==> src/rtl/bldc_run_sequencer.sv <==
// Run-state sequencer for the BLDC velocity loop: it paces the control chain, walks the motor
// through align, open-loop ramp and closed loop, slews the setpoint and latches faults.
module bldc_run_sequencer #(
    parameter int CONTROL_DIVIDER  = 1000,
    parameter int ALIGN_TICKS      = 500,
    parameter int RAMP_STEP        = 4,
    parameter int HANDOFF_VELOCITY = 200,
    parameter int ALIGN_GAIN       = 128,
    parameter int STALL_TICKS      = 2000
) (
    input  logic        clk,
    input  logic        reset,
    input  logic        start,
    input  logic        stop,
    input  logic        clear_fault,
    input  logic        fault_in,
    input  logic [12:0] target_velocity,
    input  logic [12:0] filtered_velocity,
    output logic        control_tick,
    output logic [12:0] velocity_setpoint,
    output logic        commutation_enable,
    output logic        gain_select,
    output logic [9:0]  open_loop_gain,
    output logic [2:0]  state,
    output logic        fault_latched
);

    // No handshakes here: start, stop, clear_fault and fault_in are levels sampled every
    // cycle with priority fault_in > stop > start; outputs follow one clock later.

    localparam int DW        = (CONTROL_DIVIDER > 2) ? $clog2(CONTROL_DIVIDER) : 1;
    localparam int PHASE_MAX = (ALIGN_TICKS > STALL_TICKS) ? ALIGN_TICKS : STALL_TICKS;
    localparam int PW        = $clog2(PHASE_MAX + 1);

    localparam logic [DW-1:0] DIV_LAST     = DW'(CONTROL_DIVIDER - 1);
    localparam logic [DW-1:0] DIV_PRE_LAST = DW'(CONTROL_DIVIDER - 2);
    localparam logic [PW-1:0] ALIGN_END    = PW'(ALIGN_TICKS);
    localparam logic [PW-1:0] STALL_END    = PW'(STALL_TICKS);
    localparam logic [13:0]   STEP14       = 14'(RAMP_STEP);
    localparam logic [13:0]   SP_MAX       = 14'd8191;
    localparam logic [12:0]   HANDOFF13    = 13'(HANDOFF_VELOCITY);
    localparam logic [9:0]    GAIN10       = 10'(ALIGN_GAIN);

    typedef enum logic [2:0] {
        S_IDLE     = 3'd0,
        S_ALIGN    = 3'd1,
        S_RAMP     = 3'd2,
        S_CLOSED   = 3'd3,
        S_STOPPING = 3'd4,
        S_FAULT    = 3'd5
    } state_t;

    state_t        state_q;
    state_t        state_d;
    logic [DW-1:0] div_cnt;
    logic [PW-1:0] phase_q;
    logic [PW-1:0] phase_inc;
    logic [12:0]   setpoint_q;
    logic [12:0]   setpoint_d;
    logic          enable_d;
    logic          gsel_d;
    logic [9:0]    gain_d;
    logic          fault_d;

    logic [13:0]   sp_ext;
    logic [13:0]   tgt_ext;
    logic [13:0]   sp_up_raw;
    logic [13:0]   sp_up;
    logic [13:0]   sp_dn;
    logic [12:0]   ramp_sp;
    logic [12:0]   closed_sp;
    logic          align_done;
    logic          stall_done;
    logic          at_handoff;

    assign state             = state_q;
    assign velocity_setpoint = setpoint_q;

    // Free-running divider; control_tick is registered so it is high while the count sits at its last value.
    always_ff @(posedge clk or posedge reset) begin
        if (reset) begin
            div_cnt      <= '0;
            control_tick <= 1'b0;
        end else begin
            div_cnt      <= (div_cnt == DIV_LAST) ? '0 : div_cnt + DW'(1);
            control_tick <= (div_cnt == DIV_PRE_LAST);
        end
    end

    // Phase timer counts ticks in the current state and saturates instead of wrapping.
    assign phase_inc  = (phase_q == {PW{1'b1}}) ? phase_q : phase_q + PW'(1);
    assign align_done = (phase_inc >= ALIGN_END);
    assign stall_done = (phase_inc >= STALL_END);
    assign at_handoff = (filtered_velocity >= HANDOFF13);

    always_ff @(posedge clk or posedge reset) begin
        if (reset) begin
            phase_q <= '0;
        end else if (state_d != state_q) begin
            phase_q <= '0;
        end else if (control_tick) begin
            phase_q <= phase_inc;
        end
    end

    // Setpoint arithmetic is widened to 14 bits and clamped so it never wraps.
    always_comb begin
        sp_ext    = {1'b0, setpoint_q};
        tgt_ext   = {1'b0, target_velocity};
        sp_up_raw = sp_ext + STEP14;
        sp_up     = (sp_up_raw > SP_MAX) ? SP_MAX : sp_up_raw;
        sp_dn     = (sp_ext > STEP14) ? (sp_ext - STEP14) : 14'd0;
        ramp_sp   = (sp_up > tgt_ext) ? target_velocity : sp_up[12:0];
        if (sp_ext < tgt_ext) begin
            closed_sp = ((tgt_ext - sp_ext) < STEP14) ? target_velocity : sp_up[12:0];
        end else if (sp_ext > tgt_ext) begin
            closed_sp = ((sp_ext - tgt_ext) < STEP14) ? target_velocity : sp_dn[12:0];
        end else begin
            closed_sp = target_velocity;
        end
    end

    always_comb begin
        state_d    = state_q;
        setpoint_d = setpoint_q;
        case (state_q)
            S_IDLE: begin
                if (fault_in) begin
                    state_d = S_FAULT;
                end else if (start && !stop) begin
                    state_d = S_ALIGN;
                end
            end
            S_ALIGN: begin
                if (fault_in) begin
                    state_d = S_FAULT;
                end else if (stop) begin
                    state_d = S_IDLE;
                end else if (control_tick && align_done) begin
                    state_d = S_RAMP;
                end
            end
            S_RAMP: begin
                if (fault_in) begin
                    state_d = S_FAULT;
                end else if (stop) begin
                    state_d = S_IDLE;
                end else if (control_tick) begin
                    setpoint_d = ramp_sp;
                    if (at_handoff) begin
                        state_d = S_CLOSED;
                    end else if (stall_done) begin
                        state_d = S_FAULT;
                    end
                end
            end
            S_CLOSED: begin
                if (fault_in) begin
                    state_d = S_FAULT;
                end else if (stop) begin
                    state_d = S_STOPPING;
                end else if (control_tick) begin
                    setpoint_d = closed_sp;
                end
            end
            S_STOPPING: begin
                if (fault_in) begin
                    state_d = S_FAULT;
                end else if ((setpoint_q == 13'd0) && !at_handoff) begin
                    state_d = S_IDLE;
                end else if (control_tick) begin
                    setpoint_d = sp_dn[12:0];
                end
            end
            S_FAULT: begin
                if (clear_fault && !fault_in) begin
                    state_d = S_IDLE;
                end
            end
            default: begin
                state_d = S_IDLE;
            end
        endcase

        // Idle, align and fault always present a zero setpoint to the PI stage.
        if ((state_d == S_IDLE) || (state_d == S_ALIGN) || (state_d == S_FAULT)) begin
            setpoint_d = 13'd0;
        end
    end

    // Output decode from the next state so the registered outputs line up with the state register.
    always_comb begin
        enable_d = 1'b0;
        gsel_d   = 1'b0;
        gain_d   = 10'd0;
        fault_d  = 1'b0;
        case (state_d)
            S_ALIGN, S_RAMP: begin
                enable_d = 1'b1;
                gain_d   = GAIN10;
            end
            S_CLOSED, S_STOPPING: begin
                enable_d = 1'b1;
                gsel_d   = 1'b1;
            end
            S_FAULT: begin
                fault_d = 1'b1;
            end
            default: begin
                enable_d = 1'b0;
            end
        endcase
    end

    always_ff @(posedge clk or posedge reset) begin
        if (reset) begin
            state_q            <= S_IDLE;
            setpoint_q         <= 13'd0;
            commutation_enable <= 1'b0;
            gain_select        <= 1'b0;
            open_loop_gain     <= 10'd0;
            fault_latched      <= 1'b0;
        end else begin
            state_q            <= state_d;
            setpoint_q         <= setpoint_d;
            commutation_enable <= enable_d;
            gain_select        <= gsel_d;
            open_loop_gain     <= gain_d;
            fault_latched      <= fault_d;
        end
    end

endmodule

==> config.mk <==
export PLATFORM = sky130hd
export DESIGN_NAME = bldc_run_sequencer
export DESIGN_NICKNAME = d
export VERILOG_FILES = /design/src/rtl/bldc_run_sequencer.sv
export SDC_FILE = /design/constraint.sdc
export NUM_CORES = 1
export LEC_CHECK = 0
export CAP_MARGIN = 25
export CORE_AREA = 3 3 76 132
export CTS_CLUSTER_SIZE = 28
export DETAILED_ROUTE_END_ITERATION = 10
export DIE_AREA = 0 0 79 135
export PLACE_DENSITY = 0.86
export SLEW_MARGIN = 20
export SYNTH_ARGS = -nofsm -noshare
export SYNTH_HDL_FRONTEND = slang
export SYNTH_SLANG_ARGS = --single-unit
==> constraint.sdc <==
create_clock -name clk -period 10 [get_ports clk]
set_clock_uncertainty 0.05 [all_clocks]
set_input_delay 1 -clock clk [delete_from_list [all_inputs] [get_ports clk]]
set_output_delay 1 -clock clk [all_outputs]
set_load 0.02 [all_outputs]
* Word level (Yosys, flattened, before mapping) *
Index checks and enable logic that the tools add are counted.

cells by class
  magnitude comparators = 10
  mux-type cells = 42
  equality and inequality tests = 23
  add/sub/neg operators = 6
  reductions and logical operators = 18

operators with widths
  operator                 count
  $mux W13                 16
  $mux W3                  15
  $pmux W13 S3             1
  $mux W11                 3
  $lt A14 B3 Y1 const B    2
  $sub A13 B13 Y14         2
  $ne A3 B3 Y1 const B     9
  $eq A10 B10 Y1 const B   2
  $pmux W3 S6              1
  $add A13 B3 Y14 const B  1
  $gt A14 B13 Y1           1
  $gt A14 B13 Y1 const B   1
  $mux W14                 1
  $ge A13 B8 Y1 const B    1
  $gt A13 B13 Y1           1
  $gt A13 B3 Y1 const B    1
  $logic_not A13 Y1        1
  $lt A13 B13 Y1           1
  $sub A13 B3 Y13 const B  1
  $eq A3 B2 Y1 const B     4
  $eq A3 B3 Y1 const B     4
  $add A11 B1 Y11 const B  1
  $eq A11 B11 Y1 const B   1
  $ge A11 B11 Y1 const B   1
  16 further kinds         27

storage, ports and cells
  logic and storage cells = 108
  input port bits = 32
  output and inout port bits = 30
  flip-flop bits (word level) = 51

* Logic depth before layout (Yosys ltp) *
Gate-level depths: netlist (run 1).

  depth in word-level cells = 14
  gate-level depth with buffers = 20
  depth with buffers taken out = 17

* Worst setup path before layout (run 1) *
Ideal clock, no wire load.

  path type = reg-to-reg
  start point = register setpoint_q[4] (netlist: velocity_setpoint[4])
  end point = register setpoint_q[12] (netlist: velocity_setpoint[12])
  buffers on the path = 4
  arrival = 4426 ps
  clock period less this slack = 4612 ps
  data required time = 9815 ps
  cell stages (with the launch flop) = 19
  setup slack = 5388 ps
  library setup time = 135 ps
  cell sequence = dfrtp_1 clkbuf_1 inv_1 nor4_1 nand3_1 or3_1 clkbuf_1 nand2_1 ha_1 a211o_1 a21oi_1 o2111ai_1 a221o_1 o41ai_1 clkbuf_1 clkbuf_1 o21ai_0 a221oi_1 a21oi_1

between the ends
  word-level cells in the longest chain between the ends = 10
  elaborated cells between the ends (all ways) = 50
  those cells by class = add/sub: 4; order compare: 7; eq/ne: 11; mux: 21; reduce/logical: 7

ends and longest elaborated chain
  item                                            line  text
  start: declaration                              58    logic [12:0] setpoint_q;
  start signal: assignment                        225   setpoint_q <= setpoint_d;
  $add A13 B3 Y14 (tied with other cells)         110   sp_up_raw = sp_ext + STEP14;
  $gt A14 B13 Y1 (tied with other cells)          111   sp_up = (sp_up_raw > SP_MAX) ? SP_MAX : sp_up_raw;
  $mux W14 (tied with other cells)                111
  $gt A14 B13 Y1 (tied with other cells)          113   ramp_sp = (sp_up > tgt_ext) ? target_velocity : sp_up[12:0];
  $mux W13 (tied with other cells)                113
  $mux W13 (tied with other cells)                148   end else if (control_tick) begin
  $mux W13 (tied with other cells)                146   end else if (stop) begin
  $mux W13 (tied with other cells)                144   if (fault_in) begin
  $pmux W13 S3 (tied with other cells)            126   case (state_q)
  $mux W13 or $reduce_and A10 Y1 (tied branches)  -

Several ways; a longest one is shown, not always the timed one. The select of a mux whose other input is x is not followed.
A chain may end at the register's enable or synchronous reset.

* Final worst setup path (run 1) *
  start point = input port target_velocity[5]
  end point = register setpoint_q[2] (netlist: velocity_setpoint[2])

between the ends
  word-level cells in the longest chain between the ends = 10
  elaborated cells between the ends (all ways) = 20
  those cells by class = add/sub: 2; order compare: 5; mux: 13

ends and longest elaborated chain
  item                line  text
  start: declaration  17    input logic [12:0] target_velocity,
  $sub A13 B13 Y14    117   closed_sp = ((sp_ext - tgt_ext) < STEP14) ? target_velocity : sp_dn[12:0];
  $lt A14 B3 Y1       117
  $mux W13            117
  $mux W13            116   end else if (sp_ext > tgt_ext) begin
  $mux W13            114   if (sp_ext < tgt_ext) begin
  $mux W13            162   end else if (control_tick) begin
  $mux W13            160   end else if (stop) begin
  $mux W13            158   if (fault_in) begin
  $pmux W13 S3 *      126
  $mux W13 *          186   if ((state_d == S_IDLE) || (state_d == S_ALIGN) || (state_d == S_FAULT)) begin

Every way passes the cells marked *; elsewhere a longest branch is shown, timed or not. The select of a mux whose other input is x is not followed.

==> flow_summary.yaml, run 1 <==
routing:
  met3_length_microns: 1240
  detail_route.first_pass.iterations: 7
  highest_layer: "met4"
  ant_nets: 0
  routed_wl_microns: 19700
  drt-met1-wl_microns: 6660
  vias: 6259
  drc: 0
  drt_iter0_markers: 503
  vias_per_cell: 6.98
  route.met2.wl_microns: 10100
  wire_per_inst_microns: 22.0
clock_tree:
  hold_buffers: 0
  cts_buffers: 5
  cts_tree: "done"
  cts-htree-levels: 2
  clkLatencyLatePin_ns: 0.29
  cts-resized-gates: 0
  cts_buffer_depth: 2
  clk_pin_slew_ns: 0.06
  clock-sinks: 42
  cts_setup_buffers: 0
  root_buffer: "clkbuf_16"
logic_synthesis:
  synth_cell_type_count: 79
  ys_ff_latch: 42
  synth_top_area_frac: 0.186
  syn_area_sq_um: 5660
  synthFlopType: "dfrtp_1"
  yosys.area.top_type: "dfrtp_1"
  yosys-top-cells-area: "dfrtp_1 19%, ha_1 10%, a21oi_1 5.0%"
  syn_inst: 758
  avgSynthCellArea_sq_um: 7.47
  async_flop_share: 1.00
  ys_seq_area_frac: 0.186
  synth_edf_count: 0
  ys_warn_count: 0
flow_run:
  cap_violations: 0
timing:
  hold_viol_final: 0
  timing.final.max_slew_violations: 0
  finalCritPeriodShare: 0.535
  setup_slack_ns: 4.65
  clock.fmax_ghz: 0.187
  rsz0062_at_grt: "no"
  min_period_ns: 5.35
  setup_viol: 0
  final.setup.tns_ns: 0
  tightest_slew_ns: 0.938
  maxSlewHeadroom: 0.372
pwr:
  power_switching_mw: 0.233
  p_sw_frac: 0.389
  powerDensity_nw_per_um2: 95.8
  p_leak_nw: 2.63
  clkPwrFrac: 0.268
  power.total_mw: 0.601
  pwr-share-comb: 0.403
  intPower_mw: 0.367
  ir_worst_vdd_uv: 160
  pwr-share-seq: 0.329
global_routing:
  grt_pass1_vias: 6183
  overflow: 0
  antenna_found_initial: 0
  grt_pass1_wl_microns: 31100
  globalRouteTotalUtil: 0.370
  grt_max_degree: 43
worst_setup_path:
  startpoint_type: "input port"
  r2r-start: "velocity_setpoint[4]"
  cp_data_arrival_time_ns: 5.45
  r2r_slack_ns: 4.98
  cp-end-kind: "flip-flop"
  cp_max_fo: 18
  slowest_stage: "ha_1"
  worstSetupStartpoint: "target_velocity[5]"
  max_stage_delay_ns: 0.69
  cp-endpoint: "velocity_setpoint[2]"
  r2r_cells: 16
  cp.depth: 12
  crit_chain: "clkdlybuf4s50_1 -> inv_1 -> ha_1 -> nand4_1 -> a21oi_1 -> a221o_1 -> o311ai_1 -> or4b_2 -> or2_0 -> and3_1 -> o41ai_1 -> o21ai_0"
  worstSetupPathType: "in2reg"
  r2r_end: "velocity_setpoint[2]"
  worstPathRequired_ns: 10.10
  cp.buffers_inverters: 2
  critical_path.top_delay_family: "simple AND/OR/NAND/NOR gates"
placed_design:
  pre_cts_ws_ns: 4.49
  gp_congestion: 1.02
  hpwl_microns: 15100
  io_buffers: 49
  placedCellCount: 888
final_layout:
  area_growth_pct: 10.7
  seq_area_sq_um: 1050
  fillers: 826
  drive_gt1_frac: 0.0553
  nets: 854
  num_antenna_cells: 0
  final_cells: 897
  multi_input_area_sq_um: 4240
min_path:
  hold_class: "reg2reg"
die:
  fp.dieW_microns: 79
  start_util: 0.623
  rows: 46
  io_pins: 62
  die_y_microns: 135
  coreArea_sq_um: 9090
  die-area_sq_um: 10700
status:
  outcome: "finished clean"
-- sequential cells by signal, summed over array words and instances, names as in the netlist --
register,flops
velocity_setpoint,13
phase_q,11
div_cnt,10
state,3
commutation_enable,1
control_tick,1
fault_latched,1
gain_select,1
open_loop_gain,1
-- kinds of logic (layout without fill, tap and decap cells) --
logic type / count (synthesis) / in the layout / synth area share
multiplexers: 21 / 21 / 0.0393
buffers and inverters: 93 / 104 / 0.0725
flip-flops: 42 / 42 / 0.186
adder cells (fa/ha/maj): 46 / 46 / 0.102
AO/OA/AOI/OAI: 232 / 232 / 0.286
AND/OR/NAND/NOR: 288 / 288 / 0.259
XOR/XNOR: 35 / 35 / 0.0555
other: 1 / 9 / 0.000662
-- how the worst min path moves through the flow --
stage / start / to / slack [ns] / cells after the start
finish: div_cnt[0] / div_cnt[0] / 0.47 / 1
global route: div_cnt[0] / div_cnt[0] / 0.51 / 1
CTS: div_cnt[0] / div_cnt[0] / 0.47 / 1
detailed placement: div_cnt[0] / div_cnt[0] / 0.46 / 1
global placement: div_cnt[0] / div_cnt[0] / 0.44 / 1
floorplan: div_cnt[0] / div_cnt[0] / 0.42 / 1
-- placed cells by master, fill, tap and decap left out, drive strengths merged, types with 24 or more instances in the layout --
master and instances:
a21oi 57, inv 43, dfrtp 42, clkdlybuf4s50 49, nor3 24, ha 46
o21ai 44, nand2 65, nand3 28, nor2 69
-- cells in the mapped netlist (14+ instances only) --
library cell,instances
a21oi_1,56
and3_1,15
clkbuf_1,27
dfrtp_1,42
ha_1,46
inv_1,43
mux2i_1,14
nand2_1,65
nand3_1,28
nand4_1,16
nor2_1,68
nor3_1,24
o211ai_1,14
o21ai_0,42
xnor2_1,22
-- metrics by stage --
step | utilization | hold WS, ns | instance area, sq um
after floorplan | - | 0.424 | 5690
after global placement | 0.672 | 0.444 | 6110
after detailed placement | 0.672 | 0.465 | 6110
after CTS | 0.688 | 0.471 | 6250
after global routing | 0.689 | 0.505 | 6270
final | 0.689 | 0.468 | 6270
-- power by group through the flow --
stage,Combinational [mW],Clock [mW],Sequential [mW]
after detailed placement,0.230,0,0.200
after global routing,0.261,0.169,0.199
after CTS,0.233,0.162,0.197
final,0.242,0.161,0.197
after global placement,0.226,0,0.199
after floorplan,0.167,0,0.203
-- cell type report --
type | count | share of cell area
clock buffer | 6 | 0.0206
inverter | 44 | 0.0264
sequential | 42 | 0.168
clock inverter | 2 | 0.00220
multi-input combinational | 631 | 0.677
tap | 120 | 0.0240
timing repair buffer | 52 | 0.0819
-- per-layer routing --
metal	GRT usage	vias to the layer above
li1	-	2839
met1	0.377	2954
met2	0.657	356
met3	0.0594	110
met4	0.286	0
met5	0	-
No activity file was read; power rests on OpenSTA's default activity.
==> inputs of run 2 (changes only) <==
--- a/config.mk
+++ b/config.mk
@@ -6,11 +6,11 @@
 export NUM_CORES = 1
 export LEC_CHECK = 0
 export CAP_MARGIN = 25
-export CORE_AREA = 3 3 76 132
+export CORE_AREA = 3 3 79 136
 export CTS_CLUSTER_SIZE = 28
 export DETAILED_ROUTE_END_ITERATION = 10
-export DIE_AREA = 0 0 79 135
-export PLACE_DENSITY = 0.86
+export DIE_AREA = 0 0 82 139
+export PLACE_DENSITY = 0.81
 export SLEW_MARGIN = 20
 export SYNTH_ARGS = -nofsm -noshare
 export SYNTH_HDL_FRONTEND = slang
==> constraint.sdc (replaced) <==
create_clock -name clk -period 5.22 [get_ports clk]
set_clock_uncertainty 0.05 [all_clocks]
set_input_delay 0.522 -clock clk [delete_from_list [all_inputs] [get_ports clk]]
set_output_delay 0.522 -clock clk [all_outputs]
set_load 0.02 [all_outputs]
==> run 2 against run 1 <==
Non-clock buffer count rose by 19. Hold slack lost 0.0033 ns. Sequential cell count unchanged. Cell count grew 2.7%. Core utilization fell by 3.5 points. Via count increased by 0.64%. Sequential power is 91% higher. Worst setup slack got worse by 4.4 ns. Sequential share of layout area is 0.45 points lower. Die area up 6.9%. Power rose by 100%. Cell area up 2.8%. Largest cell class unchanged.
==> flow_summary.yaml, run 2 (synthesis results as in run 1) <==
status:
  outcome: "finished clean"
final_layout:
  num_antenna_cells: 0
  seq_area_sq_um: 1050
  drive_gt1_frac: 0.0779
  nets: 873
  fillers: 902
  fin_area_sq_um: 6440
  multi_input_area_sq_um: 4240
  utilization: 0.654
  area_growth_pct: 13.7
  largest_register_ffs: 13
  layout_commonest_cell: "nor2_1"
  final_cell_mix: "68 x nor2_1, 65 x nand2_1, 56 x a21oi_1"
min_path:
  holdPathStages: 1
  min_to: "div_cnt[0]"
  hold_class: "reg2reg"
  worstHoldStart: "div_cnt[0]"
clock_tree:
  hold_buffers: 0
  cts_tree: "done"
  clock-sinks: 42
  clkLatencyLatePin_ns: 0.29
  cts-resized-gates: 0
  cts-htree-levels: 2
  clk_pin_slew_ns: 0.06
  cts_setup_buffers: 0
  cts_buffer_depth: 2
  cts_buffers: 5
  root_buffer: "clkbuf_16"
die:
  die-area_sq_um: 11400
  rows: 48
  coreArea_sq_um: 9850
  start_util: 0.575
  fp.dieW_microns: 82
  die_y_microns: 139
  io_pins: 62
routing:
  ant_nets: 0
  drc: 0
  wire_per_inst_microns: 22.3
  detail_route.first_pass.iterations: 5
  vias_per_cell: 6.84
  routed_wl_microns: 20500
  drt_iter0_markers: 413
  vias: 6299
worst_setup_path:
  r2r_cells: 16
  r2r_end: "velocity_setpoint[2]"
  cp_data_arrival_time_ns: 4.98
  worstPathRequired_ns: 5.27
  worstSetupPathType: "in2reg"
  startpoint_type: "input port"
  cp_max_fo: 10
  cp-end-kind: "flip-flop"
  r2r_slack_ns: 0.59
  r2r-start: "velocity_setpoint[6]"
global_routing:
  grt_pass1_wl_microns: 31900
  globalRouteTotalUtil: 0.364
  antenna_found_initial: 0
  overflow: 0
  globalRouteMet3Util: 0.0657
  use_met2: 0.617
  grt_max_degree: 43
  grt-busiest-layer: "met2"
  use_met1: 0.358
  grt_pass1_vias: 6252
timing:
  maxSlewHeadroom: 0.299
  min_period_ns: 4.93
  finalCritPeriodShare: 0.944
  tightest_slew_ns: 1.04
  final.setup.tns_ns: 0
  timing.final.max_slew_violations: 0
  clock.fmax_ghz: 0.203
  rsz0062_at_grt: "no"
  setup_viol: 0
  hold_viol_final: 0
placed_design:
  gp_congestion: 1.06
  hpwl_microns: 15900
  io_buffers: 49
  place_area_sq_um: 6270
pwr:
  ir_worst_vdd_uv: 269
  p_leak_nw: 2.72
  powerDensity_nw_per_um2: 186
flow_run:
  cap_violations: 0
==> run 2: worst max-delay path by stage <==
stage	start	to	cells past startpoint
after detailed placement	target_velocity[4]	velocity_setpoint[5]	13
after floorplan	velocity_setpoint[4]	velocity_setpoint[12]	18
final	target_velocity[4]	velocity_setpoint[5]	12
after global placement	target_velocity[5]	velocity_setpoint[6]	13
after global routing	target_velocity[5]	velocity_setpoint[5]	12
after CTS	target_velocity[5]	velocity_setpoint[5]	13
==> run 2: area by class of cell <==
class | instances | area share
clock buffer | 6 | 0.0200
clock inverter | 2 | 0.00583
inverter | 44 | 0.0257
multi-input combinational | 631 | 0.659
sequential | 42 | 0.163
tap | 125 | 0.0243
timing repair buffer | 71 | 0.102
==> run 2: per-stage QoR <==
step                      power, mW  instances  hold slack, ns  worst slack (ns)
after floorplan               0.708        766           0.424             0.608
after global placement        0.823        913           0.449             0.412
final                          1.20        921           0.465             0.291
after detailed placement      0.833        913           0.455             0.347
after global routing           1.25        921           0.498             0.244
after CTS                      1.19        921           0.468             0.628
==> run 2: where the power goes <==
| group | internal (mW) | switching [mW] |
|---|---|---|
| clock network | 0.226 | 0.132 |
| registers | 0.346 | 0.0310 |
| logic | 0.181 | 0.283 |
==> run 2: worst max-delay path, stage by stage <==
cell             delay (ns)
clkdlybuf4s50_1        0.55
inv_1                  0.12
ha_1                   0.50
nand4_1                0.18
a21oi_1                0.69
a221o_1                0.36
o311ai_1               0.15
or4b_2                 0.68
or2_0                  0.41
a311o_1                0.39
a221oi_1               0.28
a2111oi_0              0.13
==> run 2: layer usage <==
metal  share of wire  wire length (microns)
met5               0                      0
met4           0.099                   2030
met3           0.064                   1320
met2            0.50                  10400
met1            0.33                   6830
